--- config.mk ---
export PLATFORM = sky130hd
export DESIGN_NAME = gray_step_monitor_flat
export DESIGN_NICKNAME = d
export VERILOG_FILES = /design/src/rtl/gray_step_monitor_if.sv /design/src/rtl/gray_step_monitor.sv /design/src/flat_wrapper.sv
export SDC_FILE = /design/constraint.sdc
export NUM_CORES = 1
export LEC_CHECK = 0
export ABC_AREA = 1
export BUFFER_PORTS_ARGS = -buffer_cell sky130_fd_sc_hd__buf_2
export CORE_MARGIN = 4
export CORE_UTILIZATION = 30
export DETAILED_ROUTE_END_ITERATION = 16
export GPL_TIMING_DRIVEN = 0
export PLACE_DENSITY = 0.45
export SLEW_MARGIN = 20
export SYNTH_ARGS = -nofsm -noshare
export SYNTH_HDL_FRONTEND = slang
export SYNTH_SLANG_ARGS = --single-unit
--- constraint.sdc ---
create_clock -name clk -period 4.9 [get_ports clk]
set_clock_uncertainty 0.15 [all_clocks]
set_input_delay 0.735 -clock clk [delete_from_list [all_inputs] [get_ports clk]]
set_output_delay 0.735 -clock clk [all_outputs]
set_load 0.005 [all_outputs]
--- src/rtl/gray_step_monitor_if.sv ---
// Bus between the Gray counter (master) and the step monitor (slave).
// The monitor watches gray_in and reports conversion, step/error events and lock status.
interface gray_step_monitor_if #(
  parameter int N  = 8,
  parameter int CW = 8
);
  logic [N-1:0]  gray_in;
  logic [N-1:0]  bin_out;
  logic          step_pulse;
  logic          err_pulse;
  logic          wrap_pulse;
  logic          locked;
  logic [CW-1:0] err_count;

  modport master (
    output gray_in,
    input  bin_out, step_pulse, err_pulse, wrap_pulse, locked, err_count
  );

  modport slave (
    input  gray_in,
    output bin_out, step_pulse, err_pulse, wrap_pulse, locked, err_count
  );
endinterface

--- src/rtl/gray_step_monitor.sv ---
// Checks that a Gray-code bus only ever advances by legal +1 steps; reports
// per-event pulses, a saturating error count and a lock status.
module gray_step_monitor #(
  parameter int N          = 8,
  parameter int LOCK_STEPS = 4,
  parameter int CW         = 8
) (
  input  logic               clk,
  input  logic               reset,
  gray_step_monitor_if.slave mon
);

  localparam int RW = $clog2(LOCK_STEPS + 1);
  localparam logic [RW-1:0] RUN_LOCK = RW'(LOCK_STEPS);

  typedef enum logic [1:0] {EMPTY, UNLOCKED, LOCKED} state_t;

  function automatic logic [N-1:0] gray2bin(input logic [N-1:0] g);
    logic [N-1:0] b;
    b[N-1] = g[N-1];
    for (int i = N - 2; i >= 0; i--) b[i] = b[i+1] ^ g[i];
    return b;
  endfunction

  function automatic logic [CW-1:0] sat_inc(input logic [CW-1:0] v);
    return (&v) ? v : v + CW'(1);
  endfunction

  logic [N-1:0]  s_q, p_q, bin_q;
  logic          s_vld_q;
  state_t        state_q, state_d;
  logic [RW-1:0] run_q, run_d;
  logic          step_q, step_d, err_q, err_d, wrap_q, wrap_d, locked_q;
  logic [CW-1:0] cnt_q, cnt_d;

  logic [N-1:0] bin_s, bin_p, diff;
  logic         changed, one_bit, good;

  // Stage-1 compare between the newest sample and the reference sample
  assign bin_s   = gray2bin(s_q);
  assign bin_p   = gray2bin(p_q);
  assign diff    = s_q ^ p_q;
  assign changed = |diff;
  assign one_bit = changed && ((diff & (diff - N'(1))) == '0);
  assign good    = one_bit && (bin_s == bin_p + N'(1));

  always_comb begin
    state_d = state_q;
    run_d   = run_q;
    step_d  = 1'b0;
    err_d   = 1'b0;
    wrap_d  = 1'b0;
    cnt_d   = cnt_q;
    case (state_q)
      // p_q only holds a real sample once s_q has been loaded once
      EMPTY: if (s_vld_q) state_d = UNLOCKED;
      UNLOCKED, LOCKED: begin
        if (changed && good) begin
          step_d = 1'b1;
          wrap_d = &bin_p;
          if (state_q == UNLOCKED) begin
            if (run_q + RW'(1) >= RUN_LOCK) begin
              run_d   = RUN_LOCK;
              state_d = LOCKED;
            end else begin
              run_d = run_q + RW'(1);
            end
          end
        end else if (changed) begin
          err_d   = 1'b1;
          run_d   = '0;
          state_d = UNLOCKED;
          cnt_d   = sat_inc(cnt_q);
        end
      end
      default: state_d = EMPTY;
    endcase
  end

  always_ff @(posedge clk) begin
    if (reset) begin
      s_q      <= '0;
      p_q      <= '0;
      s_vld_q  <= 1'b0;
      bin_q    <= '0;
      state_q  <= EMPTY;
      run_q    <= '0;
      step_q   <= 1'b0;
      err_q    <= 1'b0;
      wrap_q   <= 1'b0;
      locked_q <= 1'b0;
      cnt_q    <= '0;
    end else begin
      s_q      <= mon.gray_in;
      p_q      <= s_q;
      s_vld_q  <= 1'b1;
      bin_q    <= bin_s;
      state_q  <= state_d;
      run_q    <= run_d;
      step_q   <= step_d;
      err_q    <= err_d;
      wrap_q   <= wrap_d;
      locked_q <= (state_d == LOCKED);
      cnt_q    <= cnt_d;
    end
  end

  assign mon.bin_out    = bin_q;
  assign mon.step_pulse = step_q;
  assign mon.err_pulse  = err_q;
  assign mon.wrap_pulse = wrap_q;
  assign mon.locked     = locked_q;
  assign mon.err_count  = cnt_q;

endmodule
--- src/flat_wrapper.sv ---
// flat-port wrapper written by rule: the top's interface ports become plain ports
module gray_step_monitor_flat 
#(
  parameter int N          = 8,
  parameter int LOCK_STEPS = 4,
  parameter int CW         = 8
)
  (clk, reset, mon_gray_in, mon_bin_out, mon_step_pulse, mon_err_pulse, mon_wrap_pulse, mon_locked, mon_err_count);
  gray_step_monitor_if #(.N(N), .CW(CW)) mon_i ();
  input  logic clk;
  input  logic reset;
  input wire logic [$bits(mon_i.gray_in)-1:0] mon_gray_in;
  output wire logic [$bits(mon_i.bin_out)-1:0] mon_bin_out;
  output wire logic [$bits(mon_i.step_pulse)-1:0] mon_step_pulse;
  output wire logic [$bits(mon_i.err_pulse)-1:0] mon_err_pulse;
  output wire logic [$bits(mon_i.wrap_pulse)-1:0] mon_wrap_pulse;
  output wire logic [$bits(mon_i.locked)-1:0] mon_locked;
  output wire logic [$bits(mon_i.err_count)-1:0] mon_err_count;
  assign mon_i.gray_in = mon_gray_in;
  assign mon_bin_out = mon_i.bin_out;
  assign mon_step_pulse = mon_i.step_pulse;
  assign mon_err_pulse = mon_i.err_pulse;
  assign mon_wrap_pulse = mon_i.wrap_pulse;
  assign mon_locked = mon_i.locked;
  assign mon_err_count = mon_i.err_count;
  gray_step_monitor #(.N(N), .LOCK_STEPS(LOCK_STEPS), .CW(CW)) u_core (.clk(clk), .reset(reset), .mon(mon_i));
endmodule
After elaboration in Yosys (flattened, before gate mapping):

Index checks and enable logic that the tools add are counted.

* reductions and logical operators: 15
* order comparisons: 1
* bitwise logic cells: 19
* shift operators: 0
* equality and inequality tests: 5
* multipliers: 0
* add/sub/neg operators: 4
* multiplexer cells: 13
* div/mod/pow operators: 0

Operators by type and width (number)
* adder 8 x 1 -> 8 bit, second input constant: 2
* AND reduction 8 bit: 2
* bitwise XOR 1 bit: 14
* two-way mux 3 bit: 4
* two-way mux 2 bit: 5
* bitwise AND 8 bit: 1
* equality test 8 bit: 1
* zero test 8 bit: 1
* OR reduction 8 bit: 1
* subtractor 8 x 1 -> 8 bit, second input constant: 1
* bitwise XOR 8 bit: 1
* OR reduction 3 bit: 2
* equality test 2 bit, second input constant: 2
* one-hot mux 2 bit (2 select lines): 1
* AND reduction 4 bit: 1
* OR reduction 2 bit: 2
* adder 3 x 1 -> 3 bit, second input constant: 1
* >= comparator 3 bit, second input constant: 1
* logical AND 1 bit: 3
* two-way mux 1 bit: 3
* inverter 1 bit: 3
* AND reduction 3 bit: 1
* equality test 2 x 1 -> 1 bit, second input constant: 1
* zero test 2 bit: 1
* 2 further kinds: 2

* bits in writable memories: 0
* word-level logic and storage cells: 68
* memories kept: 0
* output and inout port bits: 20
* bits in latches: 0
* input port bits: 10
* flip-flop bits (word level): 42
* bits in read-only memories: 0

Longest topological paths before layout:

Gate-level depths: netlist of the first run.

* depth in word-level cells: 14
* depth in mapped cells: 34

Least setup slack after synthesis of the first run:

OpenSTA, ideal clock, no wires.

* kind: reg2reg
* start: reg u_core.p_q[6]
* end: reg u_core.cnt_q[7] (netlist: u_core.mon.err_count[7])
* slack: 649 ps
* library setup time: 138 ps
* arrival time: 3964 ps
* clock period less this slack: 4251 ps
* buffers on the path: 0
* stages on the path, launching flop included: 33
* cells stage by stage: dfxtp_1 > inv_1 > ha_1 > inv_1 > ha_1 > inv_1 > ha_1 > inv_1 > ha_1 > inv_1 > ha_1 > inv_1 > ha_1 > inv_1 > ha_1 > inv_1 > nand2_1 > nor2_1 > nand3_1 > nand2_1 > nand2_1 > inv_1 > nand3_1 > nor2_1 > nand2_1 > nor2_1 > nand2_2 > nor2_8 > nand2_4 > nand2_8 > inv_6 > nand2_1 > a21oi_2

* word-level cells in the longest chain between the ends: 13
* elaborated cells between the ends (all ways): 19
* those cells by class: add/sub (2); eq/ne (1); bitwise (10); reduce/logical (6)

Ends and longest elaborated chain
* start, declared: RTL line gray_step_monitor.sv:29 `logic [N-1:0] s_q, p_q, bin_q;`
* start signal, assigned: RTL line gray_step_monitor.sv:95 `p_q <= s_q;`
* bitwise XOR 1 bit (7 in a row): RTL line gray_step_monitor.sv:21 `for (int i = N - 2; i >= 0; i--) b[i] = b[i+1] ^ g[i];`
* adder 8 x 1 -> 8 bit: RTL line gray_step_monitor.sv:45 `assign good = one_bit && (bin_s == bin_p + N'(1));`
* equality test 8 bit: RTL line gray_step_monitor.sv:45
* logical AND 1 bit: RTL line gray_step_monitor.sv:45
* logical AND 1 bit: RTL line gray_step_monitor.sv:58 `if (changed && good) begin`
* inverter 1 bit (no line)
* AND reduction 4 bit (no line) (*)
* end signal, assigned: RTL line gray_step_monitor.sv:104 `cnt_q <= cnt_d;`
* end, declared: RTL line gray_step_monitor.sv:34 `logic [CW-1:0] cnt_q, cnt_d;`

Mark *: on every way between the ends. The rest lies on a longest branch, timed or not.
A chain may end at the register's enable or synchronous reset.

Final worst setup path of the first run:

* start: reg u_core.p_q[6]
* end: reg u_core.cnt_q[5] (netlist: u_core.mon.err_count[5])

The elaborated chain is that of the path after synthesis.

==> metrics.md, run 1 <==
| Metric | Value |
|---|---|
| Status | `finished, final reports clean` |
| Cell accounting for the most synthesized area | `dfxtp_1` |
| Residual DRC | `0` |
| Slowest cell on the critical path | `dfxtp_1` |
| Global Route Usage Sum | `11.3%` |
| DR vias/cell | `4.27` |
| Area of the multi-input gates | `1430 µm²` |
| Reg-to-reg startpoint | `u_core.p_q[6]` |
| Cell with the most instances on the worst path | `inv_1` |
| Drt pass-1 iters | `4` |
| CP required | `4910 ps` |
| Yosys warns | `0` |
| Clk pin slew, worst setup/hold paths | `80 ps` |
| Yosys reg bits | `41` |
| Clock Latency Late Sink | `290 ps` |
| Cell Rows | `32` |
| Register area | `821 µm²` |
| Most frequent cells in the layout | `98 x nand2_1, 41 x inv_1, 41 x nor2_1, 41 x dfxtp_1, 28 x buf_2` |
| DR vias | `2,026` |
| Clock Sinks | `41` |
| Post-CTS Setup Inserts | `0` |
| F_max | `222 MHz` |
| Least-Margin Pin Slew | `689 ps` |
| Core area | `7810 µm²` |
| Fin Setup TNS | `0 ps` |
| Post-DP Area | `2700 µm²` |
| Chip width | `98.0 µm` |
| Global route total overflow | `0` |
| Worst EP arrival | `4510 ps` |
| Final setup vio count | `0` |
| Pwr Density | `301 nW/µm²` |
| Max H-tree Level | `2` |
| Fin nets | `395` |
| Post-layout util | `36.4%` |
| Cell Count Post-Placement | `468` |
| Seq/Total Area, Yosys | `33.8%` |
| HPWL Detailed | `4030 µm` |
| Die area | `9600 µm²` |
| Hold Fails Final Rpt | `0` |
| Final worst path period need | `4500 ps` |
| Worst Hold Class | `flip-flop to flip-flop` |
| Final Instance Area | `2840 µm²` |
| Area Overhead vs Synth | `16.9%` |
| Clock buffer depth | `2` |
| RSZ-0062 raised after global routing | `no` |
| Netlist Area Pre-Place | `2430 µm²` |
| Syn_nets | `360` |
| Top FF cell, synth | `dfxtp_1` |
| Final ANT Viol Nets | `0` |
| Startpoint types | `flip-flop` |
| Most common cell after layout, fill and taps aside | `nand2_1` |
| Clock root cell | `clkbuf_8` |
| Slew HR | `54.1%` |
| Period Utilization, post-route | `91.8%` |
| Vias in the first global route | `1,925` |
| CTS tree | `yes` |
| Port-buffer cells | `28` |
| Max-Cap Viols | `0` |
| Largest net degree at the start of global routing | `13` |
| Routed length per instance | `10.9 µm` |
| Slew Viols, Final | `0` |
| Critical Path Fanout Max | `9` |
| Fill cells | `853` |
| Non-Filler Instances | `475` |
| Peak supply drop | `0.116 mV` |
| DRT Wirelength | `5190 µm` |
| Synth area leaders | `dfxtp_1 34%, nand2_1 15%, nor2_1 6.6%, inv_1 6.5%, ha_1 6.2%` |
| Die H | `98.0 µm` |
| Critical path class | `flip-flop to flip-flop` |
| EDFF count, synth | `0` |
| CP Capture Type | `flip-flop` |
| Mapped Avg Cell Area | `7.19 µm²` |
| LEAKAGE | `0.00140 µW` |
| Num CTS Buffers | `5` |
| Post-synth top area share | `33.8%` |
| First-pass GRT wire length | `8940 µm` |
| FFs w/ async S/R, synth | `0%` |
| Share of cells above drive strength 1 | `23.3%` |
| Initial Utilization | `31.1%` |
| IO Count | `30` |
| N_diodes | `0` |
| Hold buffers post-CTS | `0` |
| Global placer's final weighted congestion | `0.791` |
| Post-synth cell types | `29` |
| Slowest cell delay on critical path | `340 ps` |
| Cells after synthesis | `338` |
| Initial DRC count | `59` |
| Critical Path Start | `u_core.p_q[6]` |
| Hold Path Origin | `u_core.run_q[2]` |
| Initial antenna violation count | `0` |
[metrics by stage]
| stage | hold WS [ps] | total power (µW) | worst slack [ps] |
|---|---|---|---|
| after floorplan | 301 | 541 | 649 |
| after global placement | 323 | 590 | 165 |
| after detailed placement | 320 | 590 | 145 |
| after CTS | 333 | 865 | 115 |
| after global routing | 361 | 918 | 16.3 |
| final | 336 | 856 | 404 |
[cell families after synthesis]
kind of cell / share of synthesized area [%]
AOI/OAI and AO/OA: 4.84
buffers and inverters: 8.86
xor gates and xnor gates: 4.33
and+or+nand+nor: 42.0
adders and majority gates: 6.18
DFF: 33.8
[worst max-delay path: cells and delay by family, from the launching register on]
kind | cells | cell delay, ps
fa+ha+maj | 7 | 1940
simple gates | 14 | 1250
buf+inv | 10 | 650
flops | 1 | 340
compound gates | 1 | 50
[state kept, by name, summed over array words and instances, names as in the netlist]
signal / cells
u_core.mon.locked: 1
u_core.mon.bin_out: 8
u_core.run_q: 3
u_core.state_q: 2
u_core.mon.step_pulse: 1
u_core.mon.err_pulse: 1
u_core.mon.wrap_pulse: 1
u_core.p_q: 7
u_core.s_q: 8
u_core.mon.err_count: 8
u_core.s_vld_q: 1
[final timing paths]
kind	endpoint	slack, ps	cells past startpoint
max reg2reg	u_core.mon.err_count[5]	400	32
min	u_core.run_q[2]	340	2
max	u_core.mon.err_count[5]	400	32
min reg2reg	u_core.run_q[2]	340	2
[power breakdown]
part	internal (µW)	switching (µW)	total (µW)
registers	351	13.6	364
logic	87.0	142	229
clock network	148	114	263
[area by class of cell]
| type | instances | share of cell area (%) |
|---|---|---|
| Buffer | 5 | 0.793 |
| Clock buffer | 5 | 2.42 |
| Multi-Input combinational cell | 242 | 50.4 |
| Tap cell | 102 | 4.49 |
| Clock inverter | 2 | 1.23 |
| Sequential cell | 41 | 28.9 |
| Timing Repair Buffer | 28 | 4.93 |
| Inverter | 50 | 6.78 |
[synth_stat cells (all sizes together) (3+ instances only)]
library cell	count
o21ai	3
xnor2	4
nand2	115
ha	12
nor3	3
nor2	46
dfxtp	41
nand3	31
a21oi	13
clkbuf	4
nand4	3
xor2	8
inv	50
[metal layers]
| metal | GRT usage [%] | vias to the layer above | wire [µm] |
|---|---|---|---|
| met5 | 0 | - | 0 |
| met4 | 3.51 | 0 | 68 |
| met3 | 3.07 | 7 | 234 |
| met2 | 17.7 | 28 | 2260 |
| met1 | 15.2 | 885 | 2630 |
| li1 | - | 1106 | - |
[repair_timing]
item                                   CTS  global route
gates resized for setup                  0             6
endpoints found under the hold margin    0             0
setup endpoints to repair                0            16
Note: power is estimated with default switching activity, not from simulation.
==> inputs of run 2 (changes only) <==
PLACE_DENSITY = default   (was 0.45)
PLACE_DENSITY_LB_ADDON = 0.15   (was default)
==> run 2 against run 1 <==
- worst hold slack better by 4.8 ps
- power hardly changed
- register-to-register slack worse by 90 ps
- routed wire length is 0.44% lower
- clock power is essentially flat
- critical path type unchanged
==> metrics.md, run 2 (same netlist as run 1, synthesis figures left out) <==
| Metric | Value |
|---|---|
| Startpoint types | `flip-flop` |
| Max-Cap Viols | `0 (unchanged)` |
| N_diodes | `0 (unchanged)` |
| Hold depth | `2 (unchanged)` |
| Global placer's final weighted congestion | `0.810 (+2.4%)` |
| Clock Latency Late Sink | `290 ps (about the same)` |
| Global Route Usage Sum | `11.3% (-0.084 points)` |
| Chip width | `98.0 µm (unchanged)` |
| Worst Hold Class | `flip-flop to flip-flop` |
| Drt pass-1 iters | `4 (unchanged)` |
| Post-CTS Setup Inserts | `0 (unchanged)` |
| Most common cell after layout, fill and taps aside | `nand2_1` |
| Critical Path Start | `u_core.p_q[6]` |
| Slowest cell on the critical path | `dfxtp_1` |
| Reg2reg setup slack | `310 ps (-90 ps)` |
| Critical path class | `flip-flop to flip-flop` |
| Die H | `98.0 µm (unchanged)` |
| Cell Rows | `32 (unchanged)` |
| RR Endpoint | `u_core.mon.err_count[2]` |
| Final ANT Viol Nets | `0 (unchanged)` |
| Cell with the most instances on the worst path | `inv_1` |
| Post-layout util | `36.2% (-0.16 points)` |
| Fill cells | `859 (+0.70%)` |
| Core area | `7810 µm² (unchanged)` |
| Period Utilization, post-route | `93.6% (+1.9 points)` |
| Hold Path Origin | `u_core.run_q[2]` |
| Hold buffers post-CTS | `0 (unchanged)` |
| Peak supply drop | `0.170 mV (+46%)` |
| Global route total overflow | `0 (unchanged)` |
| Power, Total | `856 µW (about the same)` |
| Status | `finished, final reports clean` |
| Hold path endpoint | `u_core.run_q[2]` |
| LEAKAGE | `0.00140 µW (about the same)` |
| Cells on worst reg2reg path | `32 (unchanged)` |
| Post-DP Area | `2700 µm² (unchanged)` |
| Clock root cell | `clkbuf_8` |
| DR vias/cell | `4.25 (-0.44%)` |
| Port-buffer cells | `28 (unchanged)` |
| Pwr Density | `303 nW/µm² (+0.53%)` |
| Reg-to-reg startpoint | `u_core.p_q[6]` |
| First-pass GRT wire length | `8810 µm (-1.5%)` |
| F_max | `218 MHz (-2.0%)` |
| Critical Path Fanout Max | `9 (unchanged)` |
| Max H-tree Level | `2 (unchanged)` |
| Die area | `9600 µm² (unchanged)` |
| Least-Margin Pin Slew | `684 ps (-4.21 ps)` |
| Fin nets | `395 (unchanged)` |
| Slew HR | `54.4% (+0.28 points)` |
| Share of cells above drive strength 1 | `23.1% (-0.27 points)` |
| Final setup vio count | `0 (unchanged)` |
| Initial antenna violation count | `0 (unchanged)` |
| Slew Viols, Final | `0 (unchanged)` |
| Routed length per instance | `10.9 µm (-0.44%)` |
| HPWL Detailed | `3980 µm (-1.1%)` |
| Worst EP arrival | `4590 ps (+80 ps)` |
| DRT Wirelength | `5170 µm (-0.44%)` |
| Slowest cell delay on critical path | `340 ps (about the same)` |
| Clock Sinks | `41 (unchanged)` |
| CTS tree | `yes` |
| Residual DRC | `0 (unchanged)` |
| Clk pin slew, worst setup/hold paths | `80 ps (about the same)` |
| CP Capture Type | `flip-flop` |
| Largest net degree at the start of global routing | `13 (unchanged)` |
| Vias in the first global route | `1,912 (-0.68%)` |
| DR vias | `2,017 (-0.44%)` |
| Initial Utilization | `31.1% (unchanged)` |
| Area Overhead vs Synth | `16.4%` |
| Num CTS Buffers | `5 (unchanged)` |
| Initial DRC count | `60 (+1.7%)` |
| Final worst path period need | `4590 ps (+91.3 ps)` |
| Clock buffer depth | `2 (unchanged)` |
| Final Instance Area | `2830 µm² (-0.44%)` |
| CP required | `4910 ps (about the same)` |
| IO Count | `30 (unchanged)` |
| Hold Fails Final Rpt | `0 (unchanged)` |
| Most frequent cells in the layout | `98 x nand2_1, 41 x inv_1, 41 x nor2_1, 41 x dfxtp_1, 28 x buf_2` |
## run 2: cell count changes in the layout (fill, tap and decap cells not counted)
cell / before / now
ha_1: 10 / 11
ha_4: 2 / 1
## run 2: how the worst max path moves through the flow
stage                                         end  slack [ps]
after CTS                 u_core.mon.err_count[7]         110
after detailed placement  u_core.mon.err_count[7]         170
final                     u_core.mon.err_count[2]         310
after global routing      u_core.mon.err_count[7]          -1
after global placement    u_core.mon.err_count[5]         180
after floorplan           u_core.mon.err_count[7]         650
## run 2: cell type report
type	instances	area [µm²]	area share (%)
clock inverters	2	35.0	1.24
clock buffers	5	68.8	2.43
plain buffers	5	22.5	0.796
inverters	50	193	6.81
multi-input cells	242	1420	50.2
flip-flops and latches	41	821	29.0
well taps	102	128	4.51
repair buffers	28	140	4.96
## run 2: per-layer routing
| metal | vias to the layer above | track usage, % | routed length (µm) |
|---|---|---|---|
| met5 | - | 0 | 0 |
| met4 | 0 | 4.15 | 73 |
| met3 | 6 | 2.71 | 217 |
| met2 | 41 | 16.8 | 2180 |
| met1 | 866 | 15.7 | 2700 |
| li1 | 1104 | - | - |
## run 2: critical path, delay by kind of cell, from the launching register on
kind / cells / cell delay, ps
AO/OA/AOI/OAI: 1 / 50
adder cells (fa/ha/maj): 7 / 1970
buffers and inverters: 10 / 630
flip-flops: 1 / 340
AND/OR/NAND/NOR: 14 / 1330
## run 2: where the power goes
| part | internal, µW | switching [µW] | total (µW) |
|---|---|---|---|
| Combinational | 85.6 | 141 | 226 |
| Sequential | 351 | 13.9 | 365 |
| Clock | 148 | 117 | 266 |
## run 2: through the flow
stage               instances  setup TNS (ps)  hold slack [ps]  setup WS [ps]
finish                    475               0              341            312
global route              475           -2.03              366          -1.39
CTS                       475               0              342            108
detailed placement        468               0              329            168
global placement          468               0              320            177
floorplan                 338               0              301            649
## run 2: timing repair
| item | in CTS | in global routing |
|---|---|---|
| hold endpoints to repair | 0 | 0 |
| resized for setup | 0 | 5 |
| endpoints found under the setup margin | 0 | 16 |
